`src/rtl/rv32i_cpu.sv`:
```
// rv32i_cpu: multicycle RV32I core (FETCH/EXECUTE/MEMORY); define RVFI_TRACE_EN to add the commit_* retirement trace ports
module rv32i_cpu #(
    parameter logic [31:0] RESET_PC = 32'h1eceb000
) (
    input  logic        clk,
    input  logic        rst,
    output logic [31:0] imem_addr,
    output logic [3:0]  imem_rmask,
    input  logic [31:0] imem_rdata,
    input  logic        imem_resp,
    output logic [31:0] dmem_addr,
    output logic [3:0]  dmem_rmask,
    output logic [3:0]  dmem_wmask,
    output logic [31:0] dmem_wdata,
    input  logic [31:0] dmem_rdata,
    input  logic        dmem_resp
`ifdef RVFI_TRACE_EN
    ,
    output logic        commit_valid,
    output logic [63:0] commit_order,
    output logic [31:0] commit_pc_rdata,
    output logic [31:0] commit_pc_wdata,
    output logic [31:0] commit_insn,
    output logic [4:0]  commit_rd_addr,
    output logic [31:0] commit_rd_wdata
`endif
);
    localparam logic [6:0] OP_LUI    = 7'b0110111;
    localparam logic [6:0] OP_AUIPC  = 7'b0010111;
    localparam logic [6:0] OP_JAL    = 7'b1101111;
    localparam logic [6:0] OP_JALR   = 7'b1100111;
    localparam logic [6:0] OP_BRANCH = 7'b1100011;
    localparam logic [6:0] OP_LOAD   = 7'b0000011;
    localparam logic [6:0] OP_STORE  = 7'b0100011;
    localparam logic [6:0] OP_IMM    = 7'b0010011;
    localparam logic [6:0] OP_OP     = 7'b0110011;

    typedef enum logic [1:0] {FETCH, EXECUTE, MEMORY} state_t;

    state_t      state, state_next;
    logic [31:0] pc, ir;
    logic [31:0] rf [32];

    logic [6:0]  opcode;
    logic [4:0]  rd, rs1, rs2;
    logic [2:0]  f3;
    logic        f7b5;
    logic [31:0] rs1v, rs2v;
    logic [31:0] imm_i, imm_s, imm_b, imm_u, imm_j;
    logic [31:0] op_b, alu_out, pc_plus4, pc_next, wb_val;
    logic [4:0]  shamt;
    logic        wb_en, is_load, is_store, is_mem;
    logic        eq, lt_s, lt_u, taken;
    logic [31:0] ea, st_data, ld_sh, ld_val;
    logic [3:0]  smask, lane_mask;

    assign opcode   = ir[6:0];
    assign rd       = ir[11:7];
    assign f3       = ir[14:12];
    assign rs1      = ir[19:15];
    assign rs2      = ir[24:20];
    assign f7b5     = ir[30];
    assign rs1v     = (rs1 == 5'd0) ? 32'd0 : rf[rs1];
    assign rs2v     = (rs2 == 5'd0) ? 32'd0 : rf[rs2];
    assign imm_i    = {{20{ir[31]}}, ir[31:20]};
    assign imm_s    = {{20{ir[31]}}, ir[31:25], ir[11:7]};
    assign imm_b    = {{19{ir[31]}}, ir[31], ir[7], ir[30:25], ir[11:8], 1'b0};
    assign imm_u    = {ir[31:12], 12'd0};
    assign imm_j    = {{11{ir[31]}}, ir[31], ir[19:12], ir[20], ir[30:21], 1'b0};
    assign pc_plus4 = pc + 32'd4;

    assign eq    = rs1v == rs2v;
    assign lt_s  = $signed(rs1v) < $signed(rs2v);
    assign lt_u  = rs1v < rs2v;
    assign taken = (f3 == 3'd0) ? eq :
                   (f3 == 3'd1) ? !eq :
                   (f3 == 3'd4) ? lt_s :
                   (f3 == 3'd5) ? !lt_s :
                   (f3 == 3'd6) ? lt_u :
                   (f3 == 3'd7) ? !lt_u : 1'b0;

    assign is_load   = opcode == OP_LOAD;
    assign is_store  = opcode == OP_STORE;
    assign is_mem    = is_load || is_store;
    assign ea        = rs1v + (is_store ? imm_s : imm_i);
    assign smask     = (f3[1:0] == 2'd0) ? 4'b0001 : (f3[1:0] == 2'd1) ? 4'b0011 : 4'b1111;
    assign lane_mask = smask << ea[1:0];
    assign st_data   = rs2v << {ea[1:0], 3'b000};
    assign ld_sh     = dmem_rdata >> {ea[1:0], 3'b000};
    assign ld_val    = (f3 == 3'd0) ? {{24{ld_sh[7]}}, ld_sh[7:0]} :
                       (f3 == 3'd1) ? {{16{ld_sh[15]}}, ld_sh[15:0]} :
                       (f3 == 3'd4) ? {24'd0, ld_sh[7:0]} :
                       (f3 == 3'd5) ? {16'd0, ld_sh[15:0]} : ld_sh;

    assign imem_addr  = {pc[31:2], 2'b00};
    assign imem_rmask = (state == FETCH && !rst) ? 4'hF : 4'h0;

    // ALU for OP and OP-IMM; only register-register ops use bit 30 to pick SUB
    always_comb begin
        op_b    = (opcode == OP_OP) ? rs2v : imm_i;
        shamt   = op_b[4:0];
        alu_out = 32'd0;
        case (f3)
            3'd0: alu_out = (opcode == OP_OP && f7b5) ? rs1v - op_b : rs1v + op_b;
            3'd1: alu_out = rs1v << shamt;
            3'd2: alu_out = {31'd0, $signed(rs1v) < $signed(op_b)};
            3'd3: alu_out = {31'd0, rs1v < op_b};
            3'd4: alu_out = rs1v ^ op_b;
            3'd5: alu_out = f7b5 ? 32'($signed(rs1v) >>> shamt) : rs1v >> shamt;
            3'd6: alu_out = rs1v | op_b;
            default: alu_out = rs1v & op_b;
        endcase
    end

    // writeback value and next pc for instructions retiring in EXECUTE; unknown opcodes fall through as no-ops
    always_comb begin
        pc_next = pc_plus4;
        wb_en   = 1'b0;
        wb_val  = alu_out;
        case (opcode)
            OP_LUI:    begin wb_en = 1'b1; wb_val = imm_u; end
            OP_AUIPC:  begin wb_en = 1'b1; wb_val = pc + imm_u; end
            OP_JAL:    begin wb_en = 1'b1; wb_val = pc_plus4; pc_next = pc + imm_j; end
            OP_JALR:   begin wb_en = 1'b1; wb_val = pc_plus4; pc_next = (rs1v + imm_i) & ~32'd1; end
            OP_BRANCH: pc_next = taken ? pc + imm_b : pc_plus4;
            OP_IMM, OP_OP: wb_en = 1'b1;
            default: ;
        endcase
    end

    // next-state logic
    always_comb begin
        state_next = state;
        case (state)
            FETCH:   if (imem_resp) state_next = EXECUTE;
            EXECUTE: state_next = is_mem ? MEMORY : FETCH;
            MEMORY:  if (dmem_resp) state_next = FETCH;
            default: state_next = FETCH;
        endcase
    end

    // state register
    always_ff @(posedge clk) begin
        state <= rst ? FETCH : state_next;
    end

    // datapath: instruction latch, register file, pc and registered data-bus request
    always_ff @(posedge clk) begin
        if (rst) begin
            pc         <= RESET_PC;
            ir         <= 32'd0;
            dmem_addr  <= 32'd0;
            dmem_rmask <= 4'h0;
            dmem_wmask <= 4'h0;
            dmem_wdata <= 32'd0;
            for (int i = 0; i < 32; i++) rf[i] <= 32'd0;
        end else begin
            if (state == FETCH && imem_resp) ir <= imem_rdata;
            if (state == EXECUTE) begin
                if (is_mem) begin
                    dmem_addr  <= {ea[31:2], 2'b00};
                    dmem_rmask <= is_load ? lane_mask : 4'h0;
                    dmem_wmask <= is_store ? lane_mask : 4'h0;
                    dmem_wdata <= is_store ? st_data : 32'd0;
                end else begin
                    pc <= pc_next;
                    if (wb_en && rd != 5'd0) rf[rd] <= wb_val;
                end
            end
            if (state == MEMORY && dmem_resp) begin
                pc         <= pc_plus4;
                dmem_rmask <= 4'h0;
                dmem_wmask <= 4'h0;
                if (is_load && rd != 5'd0) rf[rd] <= ld_val;
            end
        end
    end

`ifdef RVFI_TRACE_EN
    logic        retire, rd_wr;
    logic [63:0] order_cnt;

    assign retire = (state == EXECUTE && !is_mem) || (state == MEMORY && dmem_resp);
    assign rd_wr  = (state == MEMORY ? is_load : wb_en) && rd != 5'd0;

    // one-cycle commit record registered on each retirement
    always_ff @(posedge clk) begin
        if (rst) begin
            order_cnt       <= 64'd0;
            commit_valid    <= 1'b0;
            commit_order    <= 64'd0;
            commit_pc_rdata <= 32'd0;
            commit_pc_wdata <= 32'd0;
            commit_insn     <= 32'd0;
            commit_rd_addr  <= 5'd0;
            commit_rd_wdata <= 32'd0;
        end else begin
            commit_valid <= retire;
            if (retire) begin
                order_cnt       <= order_cnt + 64'd1;
                commit_order    <= order_cnt;
                commit_pc_rdata <= pc;
                commit_pc_wdata <= (state == MEMORY) ? pc_plus4 : pc_next;
                commit_insn     <= ir;
                commit_rd_addr  <= rd_wr ? rd : 5'd0;
                commit_rd_wdata <= rd_wr ? ((state == MEMORY) ? ld_val : wb_val) : 32'd0;
            end
        end
    end
`endif
endmodule

```
`config.mk`:
```
export PLATFORM = sky130hd
export DESIGN_NAME = rv32i_cpu
export DESIGN_NICKNAME = d
export VERILOG_FILES = /design/src/rtl/rv32i_cpu.sv
export SDC_FILE = /design/constraint.sdc
export NUM_CORES = 2
export LEC_CHECK = 0
export ABC_CLOCK_PERIOD_IN_PS = 8900
export CELL_PAD_IN_SITES_DETAIL_PLACEMENT = 1
export CELL_PAD_IN_SITES_GLOBAL_PLACEMENT = 2
export CORE_ASPECT_RATIO = 1.25
export CORE_UTILIZATION = 44
export CTS_CLUSTER_SIZE = 40
export DETAILED_ROUTE_END_ITERATION = 10
export DONT_BUFFER_PORTS = 1
export PLACE_DENSITY_LB_ADDON = 0.1
export SYNTH_ARGS = -nofsm -noshare
export SYNTH_HDL_FRONTEND = slang
export SYNTH_SLANG_ARGS = --single-unit
```
`constraint.sdc`:
```
create_clock -name clk -period 8.9 [get_ports clk]
set_input_delay 1.335 -clock clk [delete_from_list [all_inputs] [get_ports clk]]
set_output_delay 1.335 -clock clk [all_outputs]
set_load 0.01 [all_outputs]
```
# After elaboration in Yosys (flattened, before gate mapping)
# Memories as Yosys holds them, arrays and structs flattened. A register that Yosys moved wholly into a read port is not among the register bits.
# Cells that the tools add are included.
[op_classes]
n_addsub = 8
magnitude_cmp = 4
eq_ne = 23
n_shift = 6
mux = 53
bitwise = 4
n_reduce_logical = 25
[ops]
columns = ["op", "count"]
rows = [
  ["$mux W32", 16],
  ["$pmux W32 S7", 1],
  ["$add A32 B32 Y32", 6],
  ["$pmux W32 S3", 2],
  ["$lt A32 B32 Y1", 4],
  ["$shl A32 B5 Y32", 2],
  ["$shr A32 B5 Y32", 2],
  ["$add A32 B3 Y32 const B", 1],
  ["$and A32 B32 Y32", 1],
  ["$eq A32 B32 Y1", 1],
  ["$or A32 B32 Y32", 1],
  ["$reduce_or A32 Y1", 1],
  ["$sshr A32 B5 Y32", 1],
  ["$sub A32 B32 Y32", 1],
  ["$xor A32 B32 Y32", 1],
  ["$mux W5", 6],
  ["$eq A7 B6 Y1 const B", 3],
  ["$eq A7 B7 Y1 const B", 3],
  ["$mux W4", 5],
  ["$mux W1", 19],
  ["$eq A7 B5 Y1 const B", 2],
  ["$eq A3 B3 Y1 const B", 4],
  ["$logic_not A5 Y1", 2],
  ["$eq A7 B2 Y1 const B", 1],
  ["20 further kinds", 37],
]
[totals]
register_bits = 136
mem_bits_rw = 1024
out_inout_bits = 108
word_cells = 131
memories = 1
[memory_table]
columns = ["memory", "words", "word_bits", "rd", "rd_ports_with_merged_regs", "wr", "line", "source"]
rows = [
  ["rf", 32, 32, 2, 2, 32, "42", "logic [31:0] rf [32];"],
]

# Longest topological paths before layout
[depth]
depth_word = 15
depth_mapped = 29

# Worst setup path after synthesis
# Ideal clock, no wire load.
[synth_path]
path_kind = "register to register"
from = "reg (tool-made name)"
to = "mem rf[10][26], data pin"
setup_ns = 0.273
t_arrival_ns = 6.285
required_ns = 8.627
setup_slack_ns = 2.342
path_stages_with_launch = 26
synth_period_minus_slack_ns = 6.558
path_cell_list = "dfxtp_1 buf_4 clkbuf_1 buf_2 buf_2 buf_1 mux4_2 mux4_2 nand2_1 a21oi_1 inv_1 o21ai_0 ha_1 or2_2 a2111oi_0 o31ai_1 a21oi_1 nor4_1 o21bai_1 a21oi_1 o311ai_0 mux2i_1 a31oi_1 a211oi_2 buf_6 nor3_2"
[synth_rtl]
columns = ["element", "line"]
rows = [
  ["end, declared", "42"],
]

==> flow_summary_export.csv <==
group,metric,value,unit
global_route,grt_usage,44.9,%
floorplanning,die_w,380,um
clock_tree,cts_hold_buf,0,
floorplanning,io_pins,176,
place,numPortBuffers,0,
yosys,synth_area,78400,um2
status,status,"finished, final reports clean",
sta,period_needed,8.83,ns
yosys,synth_flop_cell,"edfxtp_1",
critical_path,cp-start-kind,"register",
sta,rsz0062_at_grt,"false",
hold_path,hp-class,"register to register",
critical_path,crit_fanout,46,
layout,area_growth,8.57,%
global_route,gr-usage-met2,71.2,%
clock_tree,clkLatencyLatePin,0.83,ns
sta,fin_crit_sh,99.2,%
sta,finalClockSkew,0.115,ns
floorplanning,start_util,44.5,%
critical_path,endpoint_kind,"register",
global_route,grtUsageMet3,9.13,%
layout,layout_commonest_cell,"nor2_1",
yosys,syn_area_per_cell,10.5,um2
clock_tree,cts_setup_buffers,0,
yosys,async_flop_share,0,%
layout,layout-drive-gt1-share,17.4,%
clock_tree,path_clk_slew,0.07,ns
global_route,antenna_found_initial,24,
global_route,grt_max_degree,159,
route,first_pass_iters,6,
yosys,yosys_warnings,0,
power,leakage,0.0294,uW
clock_tree,cts-buffers-inserted,121,
sta,max_slew_margin,10.4,%
clock_tree,clockBufferDepth,3,
yosys,ys_ff_latch,1169,
sta,setup_slack,0.0727,ns
global_route,met1_usage,52.2,%
clock_tree,cts_tree,"yes",
sta,finalHoldWorstSlack,0.482,ns
yosys,yosysUniqueCellTypes,122,
floorplanning,core,176000,um2
place,routabilityCongestion,1.06,
place,dp_hpwl,286,mm
flow_run,cap_viol_max_count,0,
route,drt-vias-per-instance,7.05,
layout,most-common-layout-cells,"nor2_1 (1281), edfxtp_1 (1024), a21oi_1 (486)",
sta,tns,0,ns
route,post-route-drc-count,0,
sta,setup_viol,0,
clock_tree,numClockSinks,1169,
layout,utilization,48.3,%
power,powerDensity,191,nW/um2
yosys,ys_seq_area_share,42.9,%
critical_path,worstPathArrival,9.36,ns
floorplanning,die_y,474,um
global_route,grt_busiest_layer,"met2",
sta,maxSlewViolCount,0,
critical_path,path_class,"register to register",
layout,nets,7515,
clock_tree,htree_levels,3,
floorplanning,die-area,180000,um2
global_route,overflow,0,
clock_tree,root_buffer,"clkbuf_16",
power,ir_drop,0.000199,V
sta,timing.fmax,113,MHz
global_route,grt_pass1_wl,560,mm
place,pre_cts_ws,0.652,ns
route,ant_nets,0,
yosys,syn_inst,7443,
floorplanning,rows,172,
sta,hold_viol,0,
route,routed_wirelength,413,mm
route,first_iter_violations,8387,
global_route,grt_pass1_vias,68578,
route,vias,68271,
route,wl_per_cell,42.7,um
yosys,synth_enable_flop_cells,1024,
clock_tree,cts_resized,0,
sta,worstMarginPinSlew,1.33,ns
critical_path,cp_data_required_time,9.43,ns
==> report_power, final <==
group | switching [uW] | internal (uW) | total, uW
clock | 2400 | 2850 | 5250
combinational | 3350 | 1340 | 4690
sequential | 161 | 6130 | 6290
total | 5910 | 10300 | 16200
==> path summary, 6_finish.rpt <==
check                                         from                  endpoint  slack [ns]  cells past startpoint
worst min-delay path            ir[6]$_SDFFE_PP0P_        ir[6]$_SDFFE_PP0P_        0.48                      2
worst max register to register            register  rf[26][14]$_SDFFCE_PN0P_        0.07                     20
worst min register to register  ir[6]$_SDFFE_PP0P_        ir[6]$_SDFFE_PP0P_        0.48                      2
worst max-delay path                      register  rf[26][14]$_SDFFCE_PN0P_        0.07                     20
==> worst max-delay path, cell delays in order, from the launching register on <==
cell,delay (ns)
dfxtp_4,0.95
nand2_1,0.23
nor2_1,0.87
a22oi_1,0.30
and4_1,0.32
or2_1,0.25
inv_1,0.66
ha_1,0.36
nor2_1,0.10
a2111oi_0,1.13
o31ai_1,0.26
a31oi_1,0.29
nor2_1,0.06
nor3_1,0.36
a21oi_1,0.14
mux2i_1,0.43
nor2_1,0.14
a2111oi_0,0.46
or3_1,0.59
buf_4,0.44
nor2_1,0.10
==> Yosys cell counts, types with 147 or more instances <==
cell	n	share of area [%]
o21ai_0	296	1.9
edfxtp_1	1024	39
nor2_1	1289	6.2
mux2i_1	424	5.4
clkbuf_1	404	1.9
a22oi_1	164	1.6
nor3_1	147	0.94
inv_1	158	0.76
ha_1	219	3.5
mux4_2	434	12
a21oi_1	488	3.1
nand2_1	507	2.4
==> layout make-up <==
cell class / count / area (um2)
repair buffers: 328 / 2740
well taps: 2349 / 2940
fillers: 18916 / 91200
clock buffers: 153 / 3280
clock inverters: 71 / 706
flip-flops and latches: 1169 / 33700
diodes: 9 / 22.5
multi-input cells: 5434 / 41100
inverters: 167 / 634
==> stage by stage <==
stage / area, um2 / cells / total power [uW]
after global placement: 81100 / 9447 / 10800
after CTS: 85100 / 9671 / 16100
after global routing: 85100 / 9673 / 16500
after detailed placement: 81100 / 9447 / 10900
final: 85100 / 9680 / 16200
after floorplan: 78500 / 7478 / 8940
==> routing by layer <==
layer,vias to the layer above,share of wire (%)
li1,27315,-
met3,1384,9.1
met2,4419,46
met1,35135,35
met5,-,0.026
met4,18,10
==> registers in the layout, summed over array words and instances (netlist names), named ones only <==
| signal | count |
|---|---|
| ir | 32 |
| dmem_wdata | 32 |
| rf | 1024 |
| dmem_rmask | 4 |
| dmem_wmask | 4 |
| pc | 31 |
| dmem_addr | 30 |
| state | 2 |
==> kinds of logic (layout without fill, tap and decap cells) <==
group	after synthesis	in the layout	share of synthesized area [%]
and+or+nand+nor	2468	2468	13.9
AOI/OAI and AO/OA	1646	1646	13.7
DFF	1169	1169	42.9
muxes	906	906	18.6
buffers and inverters	875	719	5.52
adders and majority gates	226	226	3.67
xor gates and xnor gates	152	152	1.70
other	1	45	0.00478
Note: power is estimated with default switching activity, not from simulation.
